$ cat config.mk
export PLATFORM = sky130hd
export DESIGN_NAME = pcie_init_sequencer_flat
export DESIGN_NICKNAME = d
export VERILOG_FILES = /design/src/rtl/pcie_init_seq_pkg.sv /design/src/rtl/pcie_init_sequencer_if.sv /design/src/rtl/pcie_init_sequencer_sync_bit_n.sv /design/src/rtl/pcie_init_sequencer.sv /design/src/flat_wrapper.sv
export SDC_FILE = /design/constraint.sdc
export NUM_CORES = 1
export LEC_CHECK = 0
export ABC_AREA = 1
export CAP_MARGIN = 20
export CORE_AREA = 2 2 73 68
export CTS_CLUSTER_DIAMETER = 40
export CTS_CLUSTER_SIZE = 14
export DETAILED_ROUTE_END_ITERATION = 6
export DIE_AREA = 0 0 75 70
export DONT_BUFFER_PORTS = 1
export GPL_TIMING_DRIVEN = 0
export PLACE_DENSITY_LB_ADDON = 0.1
export SLEW_MARGIN = 20
export SYNTH_ARGS = -nofsm -noshare
export SYNTH_HDL_FRONTEND = slang
export SYNTH_HIERARCHICAL = 1
export SYNTH_SLANG_ARGS = --single-unit
$ cat constraint.sdc
create_clock -name TL_CLK -period 5.5 [get_ports TL_CLK]
set_clock_uncertainty 0.1 [all_clocks]
set_input_delay 1.1 -clock TL_CLK [delete_from_list [all_inputs] [get_ports TL_CLK]]
set_output_delay 1.1 -clock TL_CLK [all_outputs]
set_load 0.02 [all_outputs]
$ cat src/rtl/pcie_init_seq_pkg.sv
`default_nettype none
//------------------------------------------------------------------------------
// Module   : pcie_init_seq_pkg
// Purpose  : Shared types and constants for the PCIe TL-domain bring-up
//            sequencer: the state encoding, the cycle-counter width helper
//            and default timing constants.
// Revision : 1.0 - initial release
//------------------------------------------------------------------------------
package pcie_init_seq_pkg;

    // The numeric encoding is visible on the STATE output, so it is fixed.
    typedef enum logic [2:0] {
        ST_IDLE       = 3'd0,
        ST_WAIT_INIT  = 3'd1,
        ST_WAIT_CALIB = 3'd2,
        ST_SETTLE     = 3'd3,
        ST_REL_CORE   = 3'd4,
        ST_WAIT_LINK  = 3'd5,
        ST_RUN        = 3'd6,
        ST_FAULT      = 3'd7
    } state_t;

    localparam int c_SYNC_STAGES_DEF    = 2;
    localparam int c_SETTLE_CYCLES_DEF  = 256;
    localparam int c_STAGGER_CYCLES_DEF = 16;
    localparam int c_TIMEOUT_CYCLES_DEF = 1048576;
    localparam int c_MAX_RETRY_DEF      = 3;

    // One spare bit above what the timeout needs, so the saturating counter
    // can always represent TIMEOUT_CYCLES-1 without hitting its ceiling.
    function automatic int cnt_width(input int timeout_cycles);
        return $clog2(timeout_cycles) + 1;
    endfunction

endpackage : pcie_init_seq_pkg
`default_nettype wire

$ cat src/rtl/pcie_init_sequencer_if.sv
`default_nettype none
//------------------------------------------------------------------------------
// Module   : pcie_init_sequencer_if
// Purpose  : Status / control bundle between the init monitor, the PCIe link
//            and the bring-up sequencer.
//   FABRIC_POR_N, DEVICE_INIT_DONE, BANK0_1_4_CALIB_DONE, BANK_4_VDDI_STATUS,
//   LINK_UP      : asynchronous status into the sequencer
//   CORE_RST_N, FABRIC_RST_N, READY, FAULT, STATE[2:0], RETRY_CNT[3:0]
//                : registered sequencer outputs
//   modport slave  : sequencer side
//   modport master : environment side (drives status, observes outputs)
// Revision : 1.0 - initial release
//------------------------------------------------------------------------------
interface pcie_init_sequencer_if;

    logic       FABRIC_POR_N;
    logic       DEVICE_INIT_DONE;
    logic       BANK0_1_4_CALIB_DONE;
    logic       BANK_4_VDDI_STATUS;
    logic       LINK_UP;
    logic       CORE_RST_N;
    logic       FABRIC_RST_N;
    logic       READY;
    logic       FAULT;
    logic [2:0] STATE;
    logic [3:0] RETRY_CNT;

    modport slave (
        input  FABRIC_POR_N, DEVICE_INIT_DONE, BANK0_1_4_CALIB_DONE,
               BANK_4_VDDI_STATUS, LINK_UP,
        output CORE_RST_N, FABRIC_RST_N, READY, FAULT, STATE, RETRY_CNT
    );

    modport master (
        output FABRIC_POR_N, DEVICE_INIT_DONE, BANK0_1_4_CALIB_DONE,
               BANK_4_VDDI_STATUS, LINK_UP,
        input  CORE_RST_N, FABRIC_RST_N, READY, FAULT, STATE, RETRY_CNT
    );

endinterface : pcie_init_sequencer_if
`default_nettype wire

$ cat src/rtl/pcie_init_sequencer_sync_bit_n.sv
`default_nettype none
//------------------------------------------------------------------------------
// Module   : sync_bit_n
// Purpose  : N-stage single-bit synchronizer with synchronous reset.
//   clk  : destination clock
//   rst  : synchronous active-high reset, clears every stage
//   i_d  : asynchronous input
//   o_q  : synchronized output (last stage)
// Revision : 1.0 - initial release
//------------------------------------------------------------------------------
module sync_bit_n #(
    parameter int N = 2
) (
    input  wire logic clk,
    input  wire logic rst,
    input  wire logic i_d,
    output logic      o_q
);

    logic [N-1:0] r_chain;

    always_ff @(posedge clk) begin
        if (rst) begin
            r_chain <= '0;
        end else begin
            r_chain[0] <= i_d;
            for (int i = 1; i < N; i++) begin
                r_chain[i] <= r_chain[i-1];
            end
        end
    end

    assign o_q = r_chain[N-1];

endmodule : sync_bit_n
`default_nettype wire

$ cat src/rtl/pcie_init_sequencer.sv
`default_nettype none
//------------------------------------------------------------------------------
// Module   : pcie_init_sequencer
// Purpose  : Reset / bring-up sequencer for the PCIe transaction-layer domain.
//            Waits for POR, device init, bank calibration and VDDI, settles,
//            releases the PCIe core reset, then the fabric reset, then
//            reports READY once the link is up. Timeouts retry from IDLE;
//            exhausting the retry budget latches a sticky FAULT.
//   TL_CLK : sole clock
//   RESET  : synchronous active-high reset
//   bus    : pcie_init_sequencer_if.slave (status in, resets/status out)
// Revision : 1.0 - initial release
//------------------------------------------------------------------------------
module pcie_init_sequencer
    import pcie_init_seq_pkg::*;
#(
    parameter int SYNC_STAGES    = c_SYNC_STAGES_DEF,
    parameter int SETTLE_CYCLES  = c_SETTLE_CYCLES_DEF,
    parameter int STAGGER_CYCLES = c_STAGGER_CYCLES_DEF,
    parameter int TIMEOUT_CYCLES = c_TIMEOUT_CYCLES_DEF,
    parameter int MAX_RETRY      = c_MAX_RETRY_DEF
) (
    input  wire logic              TL_CLK,
    input  wire logic              RESET,
    pcie_init_sequencer_if.slave   bus
);

    localparam int CW = cnt_width(TIMEOUT_CYCLES);

    localparam logic [CW-1:0] c_TMO_LAST     = CW'(TIMEOUT_CYCLES - 1);
    localparam logic [CW-1:0] c_SETTLE_LAST  = CW'(SETTLE_CYCLES - 1);
    localparam logic [CW-1:0] c_STAGGER_LAST = CW'(STAGGER_CYCLES - 1);
    localparam logic [3:0]    c_RETRY_LAST   = 4'(MAX_RETRY - 1);

    // ---------------------------------------------------------------- syncs
    // Bit order: 0=por, 1=init, 2=calib, 3=vddi, 4=link
    logic [4:0] w_async;
    logic [4:0] w_sync;

    assign w_async = {bus.LINK_UP, bus.BANK_4_VDDI_STATUS,
                      bus.BANK0_1_4_CALIB_DONE, bus.DEVICE_INIT_DONE,
                      bus.FABRIC_POR_N};

    for (genvar g = 0; g < 5; g++) begin : g_sync
        sync_bit_n #(.N(SYNC_STAGES)) u_sync (
            .clk (TL_CLK),
            .rst (RESET),
            .i_d (w_async[g]),
            .o_q (w_sync[g])
        );
    end

    logic w_por_s, w_init_s, w_calib_s, w_vddi_s, w_link_s;
    assign w_por_s   = w_sync[0];
    assign w_init_s  = w_sync[1];
    assign w_calib_s = w_sync[2];
    assign w_vddi_s  = w_sync[3];
    assign w_link_s  = w_sync[4];

    // ---------------------------------------------------------------- state
    state_t          r_state;
    logic [CW-1:0]   r_cnt;
    logic [3:0]      r_retry;
    logic            r_core_rst_n;
    logic            r_fabric_rst_n;
    logic            r_ready;
    logic            r_fault;

    state_t w_nxt;
    logic   w_supply_loss;
    logic   w_timeout;
    logic   w_retry_inc;
    logic   w_bank_ok;

    assign w_bank_ok = w_calib_s & w_vddi_s;

    // Losing POR always restarts; losing bank power only matters once the
    // core reset has been released (SETTLE handles it by re-waiting).
    assign w_supply_loss = !w_por_s ||
        (!w_bank_ok && (r_state inside {ST_REL_CORE, ST_WAIT_LINK, ST_RUN}));

    assign w_timeout = (r_cnt == c_TMO_LAST) &&
        (r_state inside {ST_WAIT_INIT, ST_WAIT_CALIB, ST_WAIT_LINK});

    always_comb begin
        w_nxt       = r_state;
        w_retry_inc = 1'b0;
        if (r_state == ST_FAULT) begin
            w_nxt = ST_FAULT;
        end else if (w_supply_loss) begin
            w_nxt = ST_IDLE;
        end else if (w_timeout) begin
            if (r_retry == c_RETRY_LAST) begin
                w_nxt = ST_FAULT;
            end else begin
                w_nxt       = ST_IDLE;
                w_retry_inc = 1'b1;
            end
        end else begin
            unique case (r_state)
                ST_IDLE:       w_nxt = ST_WAIT_INIT;   // por_s known high here
                ST_WAIT_INIT:  if (w_init_s)  w_nxt = ST_WAIT_CALIB;
                ST_WAIT_CALIB: if (w_bank_ok) w_nxt = ST_SETTLE;
                ST_SETTLE: begin
                    if (!w_bank_ok)                   w_nxt = ST_WAIT_CALIB;
                    else if (r_cnt == c_SETTLE_LAST)  w_nxt = ST_REL_CORE;
                end
                ST_REL_CORE:   if (r_cnt == c_STAGGER_LAST) w_nxt = ST_WAIT_LINK;
                ST_WAIT_LINK:  if (w_link_s)  w_nxt = ST_RUN;
                ST_RUN:        if (!w_link_s) w_nxt = ST_WAIT_LINK;
                default:       w_nxt = ST_FAULT;
            endcase
        end
    end

    // Outputs are decoded from the next state so they change on the same
    // edge as STATE.
    always_ff @(posedge TL_CLK) begin
        if (RESET) begin
            r_state        <= ST_IDLE;
            r_cnt          <= '0;
            r_retry        <= '0;
            r_core_rst_n   <= 1'b0;
            r_fabric_rst_n <= 1'b0;
            r_ready        <= 1'b0;
            r_fault        <= 1'b0;
        end else begin
            r_state <= w_nxt;
            if (w_nxt != r_state) begin
                r_cnt <= '0;
            end else if (r_cnt != '1) begin
                r_cnt <= r_cnt + 1'b1;
            end
            if (w_retry_inc) begin
                r_retry <= r_retry + 1'b1;
            end
            r_core_rst_n   <= (w_nxt inside {ST_REL_CORE, ST_WAIT_LINK, ST_RUN});
            r_fabric_rst_n <= (w_nxt inside {ST_WAIT_LINK, ST_RUN});
            r_ready        <= (w_nxt == ST_RUN);
            r_fault        <= (w_nxt == ST_FAULT);
        end
    end

    assign bus.STATE        = r_state;
    assign bus.RETRY_CNT    = r_retry;
    assign bus.CORE_RST_N   = r_core_rst_n;
    assign bus.FABRIC_RST_N = r_fabric_rst_n;
    assign bus.READY        = r_ready;
    assign bus.FAULT        = r_fault;

endmodule : pcie_init_sequencer
`default_nettype wire
$ cat src/flat_wrapper.sv
// flat-port wrapper written by rule: the top's interface ports become plain ports
module pcie_init_sequencer_flat import pcie_init_seq_pkg::*;
#(
    parameter int SYNC_STAGES    = c_SYNC_STAGES_DEF,
    parameter int SETTLE_CYCLES  = c_SETTLE_CYCLES_DEF,
    parameter int STAGGER_CYCLES = c_STAGGER_CYCLES_DEF,
    parameter int TIMEOUT_CYCLES = c_TIMEOUT_CYCLES_DEF,
    parameter int MAX_RETRY      = c_MAX_RETRY_DEF
)
  (TL_CLK, RESET, bus_FABRIC_POR_N, bus_DEVICE_INIT_DONE, bus_BANK0_1_4_CALIB_DONE, bus_BANK_4_VDDI_STATUS, bus_LINK_UP, bus_CORE_RST_N, bus_FABRIC_RST_N, bus_READY, bus_FAULT, bus_STATE, bus_RETRY_CNT);
  pcie_init_sequencer_if bus_i ();
  input  wire logic TL_CLK;
  input  wire logic RESET;
  input wire logic [$bits(bus_i.FABRIC_POR_N)-1:0] bus_FABRIC_POR_N;
  input wire logic [$bits(bus_i.DEVICE_INIT_DONE)-1:0] bus_DEVICE_INIT_DONE;
  input wire logic [$bits(bus_i.BANK0_1_4_CALIB_DONE)-1:0] bus_BANK0_1_4_CALIB_DONE;
  input wire logic [$bits(bus_i.BANK_4_VDDI_STATUS)-1:0] bus_BANK_4_VDDI_STATUS;
  input wire logic [$bits(bus_i.LINK_UP)-1:0] bus_LINK_UP;
  output wire logic [$bits(bus_i.CORE_RST_N)-1:0] bus_CORE_RST_N;
  output wire logic [$bits(bus_i.FABRIC_RST_N)-1:0] bus_FABRIC_RST_N;
  output wire logic [$bits(bus_i.READY)-1:0] bus_READY;
  output wire logic [$bits(bus_i.FAULT)-1:0] bus_FAULT;
  output wire logic [$bits(bus_i.STATE)-1:0] bus_STATE;
  output wire logic [$bits(bus_i.RETRY_CNT)-1:0] bus_RETRY_CNT;
  assign bus_i.FABRIC_POR_N = bus_FABRIC_POR_N;
  assign bus_i.DEVICE_INIT_DONE = bus_DEVICE_INIT_DONE;
  assign bus_i.BANK0_1_4_CALIB_DONE = bus_BANK0_1_4_CALIB_DONE;
  assign bus_i.BANK_4_VDDI_STATUS = bus_BANK_4_VDDI_STATUS;
  assign bus_i.LINK_UP = bus_LINK_UP;
  assign bus_CORE_RST_N = bus_i.CORE_RST_N;
  assign bus_FABRIC_RST_N = bus_i.FABRIC_RST_N;
  assign bus_READY = bus_i.READY;
  assign bus_FAULT = bus_i.FAULT;
  assign bus_STATE = bus_i.STATE;
  assign bus_RETRY_CNT = bus_i.RETRY_CNT;
  pcie_init_sequencer #(.SYNC_STAGES(SYNC_STAGES), .SETTLE_CYCLES(SETTLE_CYCLES), .STAGGER_CYCLES(STAGGER_CYCLES), .TIMEOUT_CYCLES(TIMEOUT_CYCLES), .MAX_RETRY(MAX_RETRY)) u_core (.TL_CLK(TL_CLK), .RESET(RESET), .bus(bus_i));
endmodule
==> implementation parameters <==
Parameter                              Value

Run status
  Status    finished clean

STA
  Final critical-path share of the clock period    just over 40%
  Setup TNS    0 ps
  Setup-violating endpoint count in the final report    0
  Hold slack final    303 ps
  Final hold violations    0
  Clock period minus final worst setup slack    2280 ps
  Max-slew violation count    0
  Max Fclk    439 MHz
  Slew at the pin with the worst max-slew slack    418 ps
  Headroom to the max-slew limit    between 70% and 80%
  Setup repair after global routing missed its margin    no

Finish
  Post-synthesis to final-layout area growth    7.67%
  Layout cell share with drive strength beyond 1    17.9%
  Final instance count without filler cells    373
  Final #Nets    317
  Final Cell Area    ~2400 um^2
  # diodes    0

Routing
  Wirelength, routed    roughly 3.9 mm
  Top layer reached by signal wires    met4
  Sum of met3 wire segment lengths after detailed routing    178 um
  Count of unresolved DRC violations after routing    0
  Number of search-and-repair iterations in the first detailed-routing pass    4
  Number of antenna-violating nets in the routed design    0
  Met2 wirelength from detailed routing    1.62 mm
  DRC marker count from the first detailed-route iteration    57
  Detailed-route wire length per cell    approximately 10 um
  Vias per inst    4.61
  Via total after detailed routing    about 1.7k
  M1 WL    2.03 mm

Placement
  Post-DP HPWL    2.96 mm
  Port Buf Inserts    0
  Global placement routability congestion    0.838
  Post-placement cell count    approximately 370
  Instance area at placement    ~2300 um^2

Synthesis
  Post-synthesis instance area    2180 um^2
  Fraction of synthesized cell area taken by the top area cell type    38.5%
  Post-synthesis cell type count    27
  Post-synthesis instance total    300
  Mean area per synthesized cell    between 7 and 8 um^2
  Synth Warn #    6
  Post-synthesis async set-or-reset flop share    0%
  Part of the Yosys area used for sequential elements    38.5%
  Nets in the synthesized netlist    310
  Count of flip-flops with a built-in enable after synthesis    0
  Synthesized flop and latch total    42
  Cell type with the largest total area after synthesis    sky130_fd_sc_hd__dfxtp_1
  Leading post-synthesis cells by cell area    sky130_fd_sc_hd__dfxtp_1 (38%), sky130_fd_sc_hd__nor2_1 (10%), sky130_fd_sc_hd__nand2_1 (7.4%), sky130_fd_sc_hd__inv_1 (7.2%), sky130_fd_sc_hd__nor2_2 (6.6%)
  Top FF cell, synth    sky130_fd_sc_hd__dfxtp_1

CTS
  H-tree depth reported by CTS    2
  Number of clock buffers inserted by TritonCTS    5
  Register clock-pin slew on the reported worst setup and hold paths    roughly 80 ps
  Number of buffers inserted to repair setup after CTS    0
  Worst skew pair latency    ~300 ps
  CTS Hold Bufs    0
  Cts repair resizes    0
  CTS max path bufs    2
  Root Buffer Master    sky130_fd_sc_hd__clkbuf_8
  Clock tree from TritonCTS    done
  Sinks on Clock Net    42

Global route
  Antenna violations before repair    0
  Leftover overflow at the end of global routing    0
  Global-route wire length before repair    6.93 mm
  Maximum number of pins on one net before global-route repair    17
  Vias in the first global route    1563
  All-layer global routing usage    17.3%

Floorplan
  Vertical die dimension    around 70 um
  Initial standard-cell utilization of the core    between 40 and 50%
  Die Outline Area    5250 um^2
  Total core area    approximately 4600 um^2
  Number of top-level pins    18
  Die Wd    75 um
  Row count    24

Setup path
  Worst R2R Start    u_core/r_cnt[0]
  Reg2Reg Depth    15
  Data required time of the worst path    5590 ps
  Start-to-end type of the worst setup path    flop to flop
  R2r setup slk    3220 ps
  Kind of capture point of the worst setup path    flop
  Crit path DAT    2360 ps
  Crit path max fanout    10
  Reg-to-reg endpoint    u_core/r_cnt[11]
  Nature of the critical path startpoint    flop

Power
  Worst voltage drop across the vdd grid    0.129 mV
  Overall Power    ~0.53 mW
  Combinational share of power    4.8%
  Power per Cell Area    226 nW/um^2
  Leakage power summed over all cells    0.933 nW
  Sw Share    23.3%
  Sequential group share of total power    58.7%
  Internal power contribution    0.408 mW
  Proportion of power drawn by the clock network    36.6%
  Net switching power    0.124 mW

Min path
  Endpoint with the worst hold slack    u_core/g_sync[2].u_sync/r_chain[1]
  Start point of the worst min-delay path    u_core/g_sync[2].u_sync/r_chain[0]
  Depth of the worst hold-timing path    2
  Worst hold path type    flop to flop

Job
  Max-cap check violation count    0
## layout make-up
class | count | area (um^2)
buffer | 4 | 35.0
clock buffer | 6 | 72.6
clock inverter | 2 | 13.8
fill | 472 | 2240
inverter | 43 | 161
multi-input combinational | 211 | 1150
sequential | 42 | 841
tap | 65 | 81.3
## worst max-delay path by stage
stage / startpoint / end / slack [ps] / cells past startpoint
final: u_core/r_cnt[0] / u_core/r_cnt[11] / 3220 / 15
after detailed placement: u_core/r_cnt[0] / u_core/r_cnt[5] / 3220 / 15
after global placement: u_core/r_cnt[0] / u_core/r_cnt[5] / 3240 / 15
after global routing: u_core/r_cnt[0] / u_core/r_cnt[11] / 2940 / 15
after floorplan: u_core/r_cnt[0] / u_core/r_cnt[12] / 3500 / 15
after CTS: u_core/r_cnt[0] / u_core/r_cnt[11] / 3190 / 15
## registers in the layout, indices dropped and copies added (netlist names)
register,flops
u_core/bus.FABRIC_RST_N,1
u_core/r_cnt,21
u_core/bus.FAULT,1
u_core/bus.STATE,3
u_core/g_sync.u_sync/r_chain,10
u_core/bus.CORE_RST_N,1
u_core/bus.RETRY_CNT,4
u_core/bus.READY,1
## routing by layer
layer	track usage (%)	vias to the layer above
met4	6.55	0
met5	0	-
met3	4.47	7
li1	-	939
met1	25.2	741
met2	24.2	34
## power groups by stage
stage	Sequential [mW]	Clock, mW	Combinational, mW
4_1_cts	0.312	0.204	0.0258
5_1_grt	0.313	0.214	0.0290
2_1_floorplan	0.319	0	0.0217
6_report	0.312	0.195	0.0253
3_3_place_gp	0.319	0	0.0254
3_5_place_dp	0.319	0	0.0257
## cell usage in the layout, fill, tap and decap left out
master / n
sky130_fd_sc_hd__buf_6: 2
sky130_fd_sc_hd__nand4_1: 3
sky130_fd_sc_hd__xnor2_1: 10
sky130_fd_sc_hd__xor2_1: 8
sky130_fd_sc_hd__nand3_2: 1
sky130_fd_sc_hd__a211oi_1: 1
sky130_fd_sc_hd__nand2_2: 11
sky130_fd_sc_hd__nor2_8: 1
sky130_fd_sc_hd__a21oi_1: 7
sky130_fd_sc_hd__clkinv_2: 1
sky130_fd_sc_hd__inv_2: 1
sky130_fd_sc_hd__o21ai_0: 5
sky130_fd_sc_hd__ha_1: 3
sky130_fd_sc_hd__nand2_1: 43
sky130_fd_sc_hd__inv_1: 42
sky130_fd_sc_hd__buf_2: 1
sky130_fd_sc_hd__clkbuf_8: 5
sky130_fd_sc_hd__nor2_4: 2
sky130_fd_sc_hd__buf_4: 1
sky130_fd_sc_hd__o21ai_1: 1
sky130_fd_sc_hd__nor2_1: 58
sky130_fd_sc_hd__clkinv_4: 1
sky130_fd_sc_hd__clkbuf_1: 1
sky130_fd_sc_hd__dfxtp_1: 42
sky130_fd_sc_hd__nand3_1: 16
sky130_fd_sc_hd__nor4_1: 3
sky130_fd_sc_hd__nor3_1: 10
sky130_fd_sc_hd__nand2_4: 2
sky130_fd_sc_hd__nor2_2: 23
sky130_fd_sc_hd__nor3_2: 1
sky130_fd_sc_hd__nand3_4: 2
## logic make-up (layout without fill, tap and decap cells)
family	Yosys count	count (layout)	synth area share (%)
buffers and inverters	47	55	8.99
DFF	42	42	38.5
xor gates and xnor gates	18	18	7.22
adders and majority gates	3	3	1.72
AOI/OAI and AO/OA	14	14	3.32
and+or+nand+nor	176	176	40.3
## Yosys cell counts, types with 5 or more instances
library cell,instances
sky130_fd_sc_hd__nor3_1,10
sky130_fd_sc_hd__nand3_1,16
sky130_fd_sc_hd__a21oi_1,7
sky130_fd_sc_hd__inv_1,42
sky130_fd_sc_hd__nand2_1,43
sky130_fd_sc_hd__nor2_1,58
sky130_fd_sc_hd__xnor2_1,10
sky130_fd_sc_hd__xor2_1,8
sky130_fd_sc_hd__nand2_2,11
sky130_fd_sc_hd__o21ai_0,5
sky130_fd_sc_hd__nor2_2,23
sky130_fd_sc_hd__dfxtp_1,42
## through the flow
step	worst slack [ps]	utilization [%]
after floorplan	3500	-
after global placement	3240	49.3
after detailed placement	3220	49.3
after CTS	3190	51.2
after global routing	2940	51.2
final	3220	51.2
## critical path: stages, from the launching register on
cell and delay, ps:
sky130_fd_sc_hd__dfxtp_1 400, sky130_fd_sc_hd__ha_1 260, sky130_fd_sc_hd__inv_2 60, sky130_fd_sc_hd__nor2_2 160, sky130_fd_sc_hd__nand2_2 150, sky130_fd_sc_hd__nor2_1 160, sky130_fd_sc_hd__nand3_1 100, sky130_fd_sc_hd__nand2_1 90
sky130_fd_sc_hd__nand3_2 100, sky130_fd_sc_hd__nand2_2 110, sky130_fd_sc_hd__nand2_1 50, sky130_fd_sc_hd__nand2_1 50, sky130_fd_sc_hd__inv_1 60, sky130_fd_sc_hd__nand3_4 70, sky130_fd_sc_hd__buf_6 180, sky130_fd_sc_hd__nor2_2 40
No activity file was read; power rests on OpenSTA's default activity.
